**config.mk**
```make
export PLATFORM = sky130hd
export DESIGN_NAME = mult_div_unit_flat
export DESIGN_NICKNAME = d
export VERILOG_FILES = /design/src/rtl/mult_div_if.sv /design/src/rtl/mult_div_unit.sv /design/src/flat_wrapper.sv
export SDC_FILE = /design/constraint.sdc
export NUM_CORES = 1
export LEC_CHECK = 0
export ABC_AREA = 1
export BUFFER_PORTS_ARGS = -buffer_cell sky130_fd_sc_hd__buf_2
export CAP_MARGIN = 5
export CORE_MARGIN = 1.5
export CORE_UTILIZATION = 39
export CTS_CLUSTER_SIZE = 25
export DETAILED_ROUTE_END_ITERATION = 7
export GPL_TIMING_DRIVEN = 0
export PLACE_DENSITY_LB_ADDON = 0.25
export SYNTH_ARGS = -nofsm -noshare
export SYNTH_HDL_FRONTEND = slang
export SYNTH_SLANG_ARGS = --single-unit
```
**constraint.sdc**
```tcl
create_clock -name Clock -period 8.6 [get_ports Clock]
set_input_delay 0.43 -clock Clock [delete_from_list [all_inputs] [get_ports Clock]]
set_output_delay 0.43 -clock Clock [all_outputs]
set_load 0.01 [all_outputs]
```
**src/rtl/mult_div_if.sv**
```systemverilog
// Handshake and operand/result bundle between the control FSM and the MULT/DIV unit.
interface mult_div_if #(
    parameter int WIDTH = 32
);
    logic                    Start;
    logic                    DivMult;
    logic signed [WIDTH-1:0] A;
    logic signed [WIDTH-1:0] B;
    logic signed [WIDTH-1:0] HiOut;
    logic signed [WIDTH-1:0] LoOut;
    logic                    Busy;
    logic                    Done;
    logic                    DivZero;

    modport master (
        output Start, DivMult, A, B,
        input  HiOut, LoOut, Busy, Done, DivZero
    );

    modport slave (
        input  Start, DivMult, A, B,
        output HiOut, LoOut, Busy, Done, DivZero
    );
endinterface

```
**src/rtl/mult_div_unit.sv**
```systemverilog
// Iterative signed MULT (radix-2 Booth) / DIV (restoring, sign-magnitude) unit.
// One iteration per clock, WIDTH iterations, then a single sign-fixup cycle.
module mult_div_unit #(
    parameter int WIDTH = 32
) (
    input  logic       Clock,
    input  logic       Reset,
    mult_div_if.slave  bus
);
    localparam int              CNT_W    = $clog2(WIDTH);
    localparam logic [CNT_W-1:0] CNT_LAST = CNT_W'(WIDTH - 1);

    typedef enum logic [1:0] {IDLE, RUN, FIX, DONE} state_t;

    state_t                  state;
    state_t                  state_next;
    logic [CNT_W-1:0]        count;
    logic                    op_div;
    logic                    div_zero_flag;
    logic signed [WIDTH-1:0] a_lat;
    logic signed [WIDTH-1:0] b_lat;

    // acc doubles as the Booth accumulator and the division remainder;
    // q_reg doubles as the multiplier and the dividend/quotient shift register.
    logic signed [WIDTH:0]   acc;
    logic [WIDTH-1:0]        q_reg;
    logic                    q_m1;

    logic signed [WIDTH-1:0] hi_out;
    logic signed [WIDTH-1:0] lo_out;

    logic signed [WIDTH:0]   a_ext;
    logic signed [WIDTH:0]   booth_sum;
    logic [WIDTH-1:0]        b_mag;
    logic [WIDTH:0]          div_shift;
    logic [WIDTH:0]          div_trial;
    logic                    start_div_zero;

    function automatic logic [WIDTH-1:0] twos_neg(input logic [WIDTH-1:0] v);
        return ~v + WIDTH'(1);
    endfunction

    // |-2^(WIDTH-1)| comes out as 2^(WIDTH-1), which is exact as an unsigned magnitude.
    function automatic logic [WIDTH-1:0] abs_mag(input logic signed [WIDTH-1:0] v);
        return v[WIDTH-1] ? twos_neg(v) : v;
    endfunction

    assign start_div_zero = bus.DivMult && (bus.B == '0);

    assign a_ext     = {a_lat[WIDTH-1], a_lat};
    assign b_mag     = abs_mag(b_lat);
    assign div_shift = {acc[WIDTH-1:0], q_reg[WIDTH-1]};
    assign div_trial = div_shift - {1'b0, b_mag};

    always_comb begin
        booth_sum = acc;
        case ({q_reg[0], q_m1})
            2'b01:   booth_sum = acc + a_ext;
            2'b10:   booth_sum = acc - a_ext;
            default: booth_sum = acc;
        endcase
    end

    always_ff @(posedge Clock) begin
        if (Reset) begin
            state <= IDLE;
        end else begin
            state <= state_next;
        end
    end

    always_comb begin
        state_next = state;
        case (state)
            IDLE: begin
                if (bus.Start) begin
                    state_next = start_div_zero ? DONE : RUN;
                end
            end
            RUN: begin
                if (count == CNT_LAST) begin
                    state_next = FIX;
                end
            end
            FIX:     state_next = DONE;
            DONE:    state_next = IDLE;
            default: state_next = IDLE;
        endcase
    end

    always_comb begin
        bus.Busy    = (state == RUN) || (state == FIX);
        bus.Done    = (state == DONE);
        bus.DivZero = (state == DONE) && div_zero_flag;
    end

    always_ff @(posedge Clock) begin
        if (Reset) begin
            count         <= '0;
            op_div        <= 1'b0;
            div_zero_flag <= 1'b0;
            a_lat         <= '0;
            b_lat         <= '0;
            acc           <= '0;
            q_reg         <= '0;
            q_m1          <= 1'b0;
            hi_out        <= '0;
            lo_out        <= '0;
        end else begin
            case (state)
                IDLE: begin
                    if (bus.Start) begin
                        a_lat         <= bus.A;
                        b_lat         <= bus.B;
                        op_div        <= bus.DivMult;
                        div_zero_flag <= start_div_zero;
                        count         <= '0;
                        acc           <= '0;
                        q_reg         <= bus.DivMult ? abs_mag(bus.A) : bus.B;
                        q_m1          <= 1'b0;
                    end
                end
                RUN: begin
                    count <= count + CNT_W'(1);
                    if (op_div) begin
                        // A negative trial means |B| did not fit: keep the shifted remainder.
                        if (!div_trial[WIDTH]) begin
                            acc   <= div_trial;
                            q_reg <= {q_reg[WIDTH-2:0], 1'b1};
                        end else begin
                            acc   <= div_shift;
                            q_reg <= {q_reg[WIDTH-2:0], 1'b0};
                        end
                    end else begin
                        acc   <= booth_sum >>> 1;
                        q_reg <= {booth_sum[0], q_reg[WIDTH-1:1]};
                        q_m1  <= q_reg[0];
                    end
                end
                FIX: begin
                    if (op_div) begin
                        lo_out <= (a_lat[WIDTH-1] ^ b_lat[WIDTH-1]) ? twos_neg(q_reg) : q_reg;
                        hi_out <= a_lat[WIDTH-1] ? twos_neg(acc[WIDTH-1:0]) : acc[WIDTH-1:0];
                    end else begin
                        hi_out <= acc[WIDTH-1:0];
                        lo_out <= q_reg;
                    end
                end
                default: begin
                end
            endcase
        end
    end

    assign bus.HiOut = hi_out;
    assign bus.LoOut = lo_out;
endmodule

```
**src/flat_wrapper.sv**
```systemverilog
// flat-port wrapper written by rule: the top's interface ports become plain ports
module mult_div_unit_flat 
#(
    parameter int WIDTH = 32
)
  (Clock, Reset, bus_Start, bus_DivMult, bus_A, bus_B, bus_HiOut, bus_LoOut, bus_Busy, bus_Done, bus_DivZero);
  mult_div_if #(.WIDTH(WIDTH)) bus_i ();
  input  logic Clock;
  input  logic Reset;
  input wire logic [$bits(bus_i.Start)-1:0] bus_Start;
  input wire logic [$bits(bus_i.DivMult)-1:0] bus_DivMult;
  input wire logic [$bits(bus_i.A)-1:0] bus_A;
  input wire logic [$bits(bus_i.B)-1:0] bus_B;
  output wire logic [$bits(bus_i.HiOut)-1:0] bus_HiOut;
  output wire logic [$bits(bus_i.LoOut)-1:0] bus_LoOut;
  output wire logic [$bits(bus_i.Busy)-1:0] bus_Busy;
  output wire logic [$bits(bus_i.Done)-1:0] bus_Done;
  output wire logic [$bits(bus_i.DivZero)-1:0] bus_DivZero;
  assign bus_i.Start = bus_Start;
  assign bus_i.DivMult = bus_DivMult;
  assign bus_i.A = bus_A;
  assign bus_i.B = bus_B;
  assign bus_HiOut = bus_i.HiOut;
  assign bus_LoOut = bus_i.LoOut;
  assign bus_Busy = bus_i.Busy;
  assign bus_Done = bus_i.Done;
  assign bus_DivZero = bus_i.DivZero;
  mult_div_unit #(.WIDTH(WIDTH)) u_core (.Clock(Clock), .Reset(Reset), .bus(bus_i));
endmodule
```
# --- Word level (Yosys, flattened, before mapping) ---
# Cells that the tools add are included.
# W data, S select, Z words.
op_classes:
  n_eq_ne: 9
  reduce_logical: 10
  n_addsub: 8
  muxes: 25
  bitwise: 5
op_table:
  columns: ["cell", "count"]
  rows:
  - ["$mux W32", 9]
  - ["$pmux W33 S2", 2]
  - ["$add A32 B1 Y32 const B", 4]
  - ["$not A32 Y32", 4]
  - ["$mux W33", 3]
  - ["$sub A33 B32 Y33", 2]
  - ["$pmux W32 S2", 1]
  - ["$add A33 B32 Y33", 1]
  - ["$logic_not A32 Y1", 1]
  - ["$pmux W5 S2", 1]
  - ["$pmux W2 S4", 1]
  - ["$eq A2 B2 Y1 const B", 3]
  - ["$mux W2", 3]
  - ["$reduce_and A2 Y1", 3]
  - ["$add A5 B1 Y5 const B", 1]
  - ["$eq A5 B5 Y1 const B", 1]
  - ["$mux W5", 1]
  - ["$eq A2 B1 Y1 const B", 2]
  - ["$ne A2 B2 Y1 const B", 2]
  - ["$mux W1", 3]
  - ["$reduce_and A3 Y1", 1]
  - ["$logic_and A1 B1 Y1", 2]
  - ["$logic_not A2 Y1", 1]
  - ["$ne A2 B1 Y1 const B", 1]
  - ["4 further kinds", 4]
word_totals:
  elab_cells: 68
  ff_bits: 203

# --- Longest topological paths before layout ---
# Gate-level depths: netlist (run 1).
logic_depth:
  word_depth: 7
  mapped_depth: 30

# --- Worst setup path before layout (run 1) ---
# OpenSTA, ideal clock, no wires.
synth_timing:
  path_kind: "reg2reg"
  startpoint: "reg u_core.b_lat[0]"
  endpoint: "reg u_core.acc[16]"
  stages_incl_launch_ff: 31
  path_buffers: 1
  path_slack_ns: 4.754
  t_arrival_ns: 3.775
  cell_sequence: "dfxtp_1 -> inv_1 -> ha_1 -> inv_1 -> nor3_2 -> nand2_1 -> nor3_2 -> nand2_1 -> inv_1 -> nand4_1 -> nor2_1 -> nor2_1 -> nor2_2 -> o21ai_0 -> xor2_1 -> ha_1 -> nand2_1 -> nor2_1 -> nand2_1 -> nor2_1 -> nand2_1 -> nand2_1 -> a21oi_1 -> o21bai_1 -> ha_1 -> clkinv_1 -> clkbuf_1 -> a21oi_1 -> o21ai_0 -> nand3_1 -> a21oi_1"
synth_between:
  elab_chain_cells: 7
synth_rtl:
  columns: ["item", "line", "text"]
  rows:
  - ["start: declaration", "mult_div_unit.sv:21", "logic signed [WIDTH-1:0] b_lat;"]
  - ["start signal: assignment", "mult_div_unit.sv:114", "b_lat <= bus.B;"]
  - ["$not A32 Y32", "mult_div_unit.sv:40", "return ~v + WIDTH'(1);"]
  - ["$add A32 B1 Y32", "mult_div_unit.sv:40", null]
  - ["$mux W32 *", "mult_div_unit.sv:45", "return v[WIDTH-1] ? twos_neg(v) : v;"]
  - ["$sub A33 B32 Y33 *", "mult_div_unit.sv:53", "assign div_trial = div_shift - {1'b0, b_mag};"]
  - ["$mux W33 *", "mult_div_unit.sv:127", "if (!div_trial[WIDTH]) begin"]
  - ["$mux W33 *", "mult_div_unit.sv:125", "if (op_div) begin"]
  - ["$pmux W33 S2 *", "mult_div_unit.sv:110", "case (state)"]
  - ["end signal: assignment", "mult_div_unit.sv:128", "acc <= div_trial;"]
  - ["end signal: assignment", "mult_div_unit.sv:131", "acc <= div_shift;"]
  - ["end signal: assignment", "mult_div_unit.sv:135", "acc <= booth_sum >>> 1;"]
  - ["end: declaration", "mult_div_unit.sv:25", "logic signed [WIDTH:0] acc;"]
# Every way passes the cells marked *; elsewhere a longest branch is shown, timed or not.
# A chain may end at the register's enable or synchronous reset.

# --- Worst setup path in the final report (run 1) ---
layout_timing:
  startpoint: "reg u_core.b_lat[0]"
  endpoint: "reg u_core.acc[11]"
# Same word-level chain as after synthesis.

==> impl_metrics.toml, run 1 <==
[final_layout]
largest_register_ffs = 33
regMostFlops = "u_core.acc"
syn2layout_area_growth_pct = 12.7
final_common_cell = "nand2_1"
final_nets = 3016
final_cell_mix = "563 x nand2_1, 352 x a21oi_1, 299 x nor2_1"
drive_above_1_share_pct = 8.56
num_antenna_cells = 0

[clock_tree]
cts_buffer_depth = 3
clk_pin_slew_ns = 0.06
clock-root-buffer = "clkbuf_16"
cts_inserted_buffers = 25
post_cts_resized = 0
cts_tree = "done"
clock-sinks = 203
clock_latency_ns = 0.56
holdBufCountCts = 0
cts_setup_buffers = 0
cts_max_level = 1

[grt]
grt_pass1_wl_um = 109000
grt_use_total_pct = 32.0
grt_start_max_net_pins = 14
antenna_found_initial = 0
grt_pass1_vias = 18400
grt.overflow.total = 0

[placed_design]
port_buffers = 132
place_congestion = 0.988
place_hpwl_um = 59400

[yosys]
synth_top_family_by_area = "simple AND/OR/NAND/NOR gates"
synth_mux_area_share_pct = 0
ys_seq_area_share_pct = 24.3
ys_types = 56
syn-num-nets = 2857
synth.yosys.warnings = 0
synthSimpleGateAreaFrac_pct = 28.5
synth_xor_area_share_pct = 6.18
netlist_instances = 2709
synth_seq_cells = 203
syn_area_mm2 = 0.0167
synth_compound_area_share_pct = 25.3
yosys_most_used_dff = "dfxtp_1"
synthAdderAreaFrac_pct = 6.07
synthArstFlopShare_pct = 0
avgSynthCellArea_um2 = 6.17
synth_edf_count = 0

[setup_path]
worstSetupPathType = "flop to flop"
crit_path_top_delay_cell = "clkbuf_1"
cpPeakStageDelay_ns = 0.46
cp_max_fo = 10
worstPathRequired_ns = 9.09
worst_setup_path_end_kind = "flop"
cp_data_arrival_time_ns = 5.68
worst_setup_path_start_kind = "flop"

[drt]
drt-total-wl_um = 71500
dr_total_vias = 19400
drt_iter0_drc = 1893
vias_per_cell = 5.67
drc = 0
drtPass1Iterations = 6
drtAntennaViolNets = 0
wl_per_cell_um = 20.9

[sta]
finalCritPeriodShare_pct = 60.3
hold_ws_ns = 0.177
tightest_slew_ns = 0.874
fin_crit_ns = 5.18
slew_violations = 0
max_slew_margin_pct = 41.1
setup_viol = 0
clock.fmax_ghz = 0.193
fin_setup_tns_ns = 0
rsz0062_at_grt = "no"
hold_viol = 0
clock_skew_ns = 0.0231

[die]
core_mm2 = 0.0421
pin_count = 135
initial_core_util_pct = 39.7
chipWidth_um = 210
die_area_mm2 = 0.0441
rows = 75
dieHeight_um = 210

[pwr]
ir_drop_v = 0.000180
powerDensity_mw_per_mm2 = 400
p_leak_nw = 8.69

[flow_run]
maxCapViolCount = 0

[worst_hold_path]
hold_path.class = "input port to flop"

[outcome]
status = "finished clean"
[cell type report]
class	count	area, µm²
Tap cell	539	674
Multi-Input combinational cell	2079	11000
Clock buffer	35	703
Timing Repair Buffer	132	661
Sequential cell	203	4060
Fill cell	4579	23300
Inverter	302	1130
Clock inverter	8	90.1
Buffer	125	488
[where the power goes]
group | switching, W | leakage, nW | internal [W] | total (W)
clock | 0.000448 | 0.389 | 0.000603 | 0.00105
sequential | 0.000393 | 1.67 | 0.00124 | 0.00164
combinational | 0.00337 | 6.63 | 0.00149 | 0.00486
[worst max-delay path, delay by kind of cell, from the launching register on]
kind / cells / cell delay, ns
XOR/XNOR: 1 / 0.17
AND/OR/NAND/NOR: 15 / 1.86
flip-flops: 1 / 0.31
adder cells (fa/ha/maj): 3 / 0.89
buffers and inverters: 5 / 0.94
AO/OA/AOI/OAI: 6 / 0.94
[synth_stat cells, drive strengths merged, types with 2 or more instances]
library cell | instances | area (µm²)
nor2 | 311 | 1210
inv | 298 | 1120
nand4 | 24 | 156
nand2 | 569 | 2150
or2 | 5 | 31.3
o211ai | 24 | 180
a211oi | 3 | 22.5
clkinv | 4 | 16.3
o21a | 8 | 61.3
nand3 | 126 | 678
nor3 | 45 | 294
nand3b | 17 | 128
a21o | 9 | 67.6
a21oi | 353 | 1770
o31ai | 2 | 28.8
ha | 78 | 976
fa | 2 | 40.0
xor2 | 77 | 674
o221ai | 31 | 272
dfxtp | 203 | 4060
a31oi | 23 | 144
clkbuf | 106 | 398
a221oi | 2 | 17.5
nor4 | 14 | 103
a21boi | 3 | 22.5
buf | 19 | 90.1
o41ai | 2 | 36.3
xnor2 | 41 | 359
o21bai | 10 | 75.1
o21ai | 295 | 1500
[worst paths after layout]
check                                     start               end  slack [ns]  cells past startpoint
worst max-delay path            u_core.b_lat[0]    u_core.acc[11]        3.42                     30
worst min-delay path                  bus_B[16]  u_core.b_lat[16]        0.18                      3
worst max register to register  u_core.b_lat[0]    u_core.acc[11]        3.42                     30
worst min register to register      u_core.q_m1       u_core.q_m1        0.47                      2
[cells by family after synthesis]
kind of cell | after synthesis
AO/OA/AOI/OAI | 768
XOR/XNOR | 118
adder cells (fa/ha/maj) | 80
buffers and inverters | 427
flip-flops | 203
AND/OR/NAND/NOR | 1113
[layer usage]
metal  global-route usage [%]  vias up  wire length, µm  share of wire (%)
met5                        0        -                0                  0
met4                     14.2        0             3530                4.9
met3                     2.94      158             5120                7.2
met2                     52.5      837            31800                 45
met1                     42.8     9023            31000                 43
li1                         -     9391                -                  -
[per-stage QoR]
step	std cells	power [W]	utilization (%)	instance area (µm²)	setup WS, ns
2_1_floorplan	2709	0.00474	-	16700	4.75
3_3_place_gp	3380	0.00633	42.9	18100	3.51
3_5_place_dp	3380	0.00637	42.9	18100	3.46
4_1_cts	3423	0.00744	44.7	18900	3.44
5_1_grt	3423	0.00810	44.7	18900	2.95
6_report	3423	0.00755	44.7	18900	3.42
No activity file was read; power rests on OpenSTA's default activity.
==> inputs of run 2 (changes only) <==
- clock period: 8.6 -> 4.6 ns (I/O delays scaled with it)
==> impl_metrics.toml, run 2 (synthesized netlist as in run 1, its figures left out) <==
[drt]
drtPass1Iterations = 6
drt_iter0_drc = 1801
vias_per_cell = 5.66
wl_per_cell_um = 20.9
drtAntennaViolNets = 0
drc = 0
dr_total_vias = 19600
drt-total-wl_um = 72500

[setup_path]
timing.rr.end = "u_core.acc[11]"
worstPathRequired_ns = 5.04
ff2ff_path_depth = 30
worstSetupPathType = "flop to flop"
crit_path_top_delay_cell = "ha_2"
cp_data_arrival_time_ns = 4.92
worst_setup_path_end_kind = "flop"
r2r_setup_slack_ns = 0.11
path_common_cell = "nand2_2"
worst_setup_path_start_kind = "flop"
cpPeakStageDelay_ns = 0.34
cp_max_fo = 7
reg2reg_from = "u_core.b_lat[0]"

[grt]
grt_use_total_pct = 32.1
antenna_found_initial = 0
grt.overflow.total = 0
grt_start_max_net_pins = 14
grt_pass1_vias = 18500
grt_pass1_wl_um = 109000

[sta]
finalCritPeriodShare_pct = 97.5
tightest_slew_ns = 0.900
setup_viol = 0
hold_ws_ns = 0.00229
max_slew_margin_pct = 40.0
slew_violations = 0
fin_crit_ns = 4.49
clock.fmax_ghz = 0.223
setup_slack_ns = 0.113
rsz0062_at_grt = "yes"
hold_viol = 0
clock_skew_ns = 0.0224

[die]
initial_core_util_pct = 39.7
pin_count = 135
rows = 75
core_mm2 = 0.0421
chipWidth_um = 210
die_area_mm2 = 0.0441
dieHeight_um = 210

[final_layout]
final_nets = 3053
syn2layout_area_growth_pct = 17.2
fillers = 4522
regMostFlops = "u_core.acc"
drive_above_1_share_pct = 11.5
num_antenna_cells = 0
final_cell_mix = "557 x nand2_1, 325 x a21oi_1, 292 x nor2_1"
final_common_cell = "nand2_1"
largest_register_ffs = 33

[placed_design]
place_ws_ns = -0.539
port_buffers = 132
place_congestion = 0.988
place_hpwl_um = 59400

[clock_tree]
clock-sinks = 203
cts_buffer_depth = 3
cts_inserted_buffers = 25
clock-root-buffer = "clkbuf_16"
cts_tree = "done"
cts_max_level = 1
clock_latency_ns = 0.56
clk_pin_slew_ns = 0.06

[worst_hold_path]
hold_end = "u_core.b_lat[4]"
min_from = "bus_B[4]"
hold_depth = 3
hold_path.class = "input port to flop"

[outcome]
status = "finished clean"

[pwr]
ir_drop_v = 0.000336
p_leak_nw = 8.95
powerDensity_mw_per_mm2 = 751

[flow_run]
maxCapViolCount = 0
[run 2: cell type report]
type,instances,area [µm²],share of cell area (%)
repair inverters,1,8.76,0.0447
clock inverters,8,90.1,0.460
repair buffers,169,1040,5.31
flip-flops and latches,203,4070,20.7
multi-input cells,2079,11300,57.7
well taps,539,674,3.44
clock buffers,35,703,3.59
plain buffers,124,557,2.84
inverters,302,1150,5.88
[run 2: report_power, final]
group | switching, W | internal, W
sequential | 0.000747 | 0.00233
clock | 0.000840 | 0.00113
combinational | 0.00655 | 0.00313
[run 2: timing repair]
action	4_1_cts	5_1_grt
hold buffers	20	0
hold endpoints to repair	20	0
buffers inserted	2	12
setup endpoints to repair	32	34
gates resized for setup	12	122
pin swaps	2	33
cloned	0	4
[run 2: layer usage]
layer	vias up	track usage, %	routed length (µm)
li1	9451	-	-
met1	9130	42.8	31100
met4	0	13.8	3710
met3	174	2.98	5260
met2	822	52.9	32400
met5	-	0	0
[run 2: worst max path at each step]
stage / cells after the start / startpoint / end
after global routing: 30 / u_core.b_lat[0] / u_core.acc[11]
after global placement: 30 / u_core.b_lat[0] / u_core.acc[11]
after detailed placement: 30 / u_core.b_lat[0] / u_core.acc[11]
after floorplan: 30 / u_core.b_lat[0] / u_core.acc[16]
after CTS: 29 / u_core.b_lat[0] / u_core.acc[31]
final: 30 / u_core.b_lat[0] / u_core.acc[11]
[run 2: stage by stage]
stage	area, µm²	util (%)	cells	setup TNS [ns]	power [W]
3_3_place_gp	18100	42.9	3380	-13.12	0.0118
3_5_place_dp	18100	42.9	3380	-14.41	0.0119
4_1_cts	19100	45.3	3445	0	0.0140
2_1_floorplan	16700	-	2709	0	0.00886
6_report	19600	46.5	3460	0	0.0147
5_1_grt	19600	46.5	3460	-3.14	0.0158
[run 2: worst max-delay path: cells and delay by family, from the launching register on]
family          cells  cell delay (ns)
simple gates       15             1.94
fa+ha+maj           3             0.75
flops               1             0.32
compound gates      6             0.69
xor+xnor            1             0.17
buf+inv             5             0.49
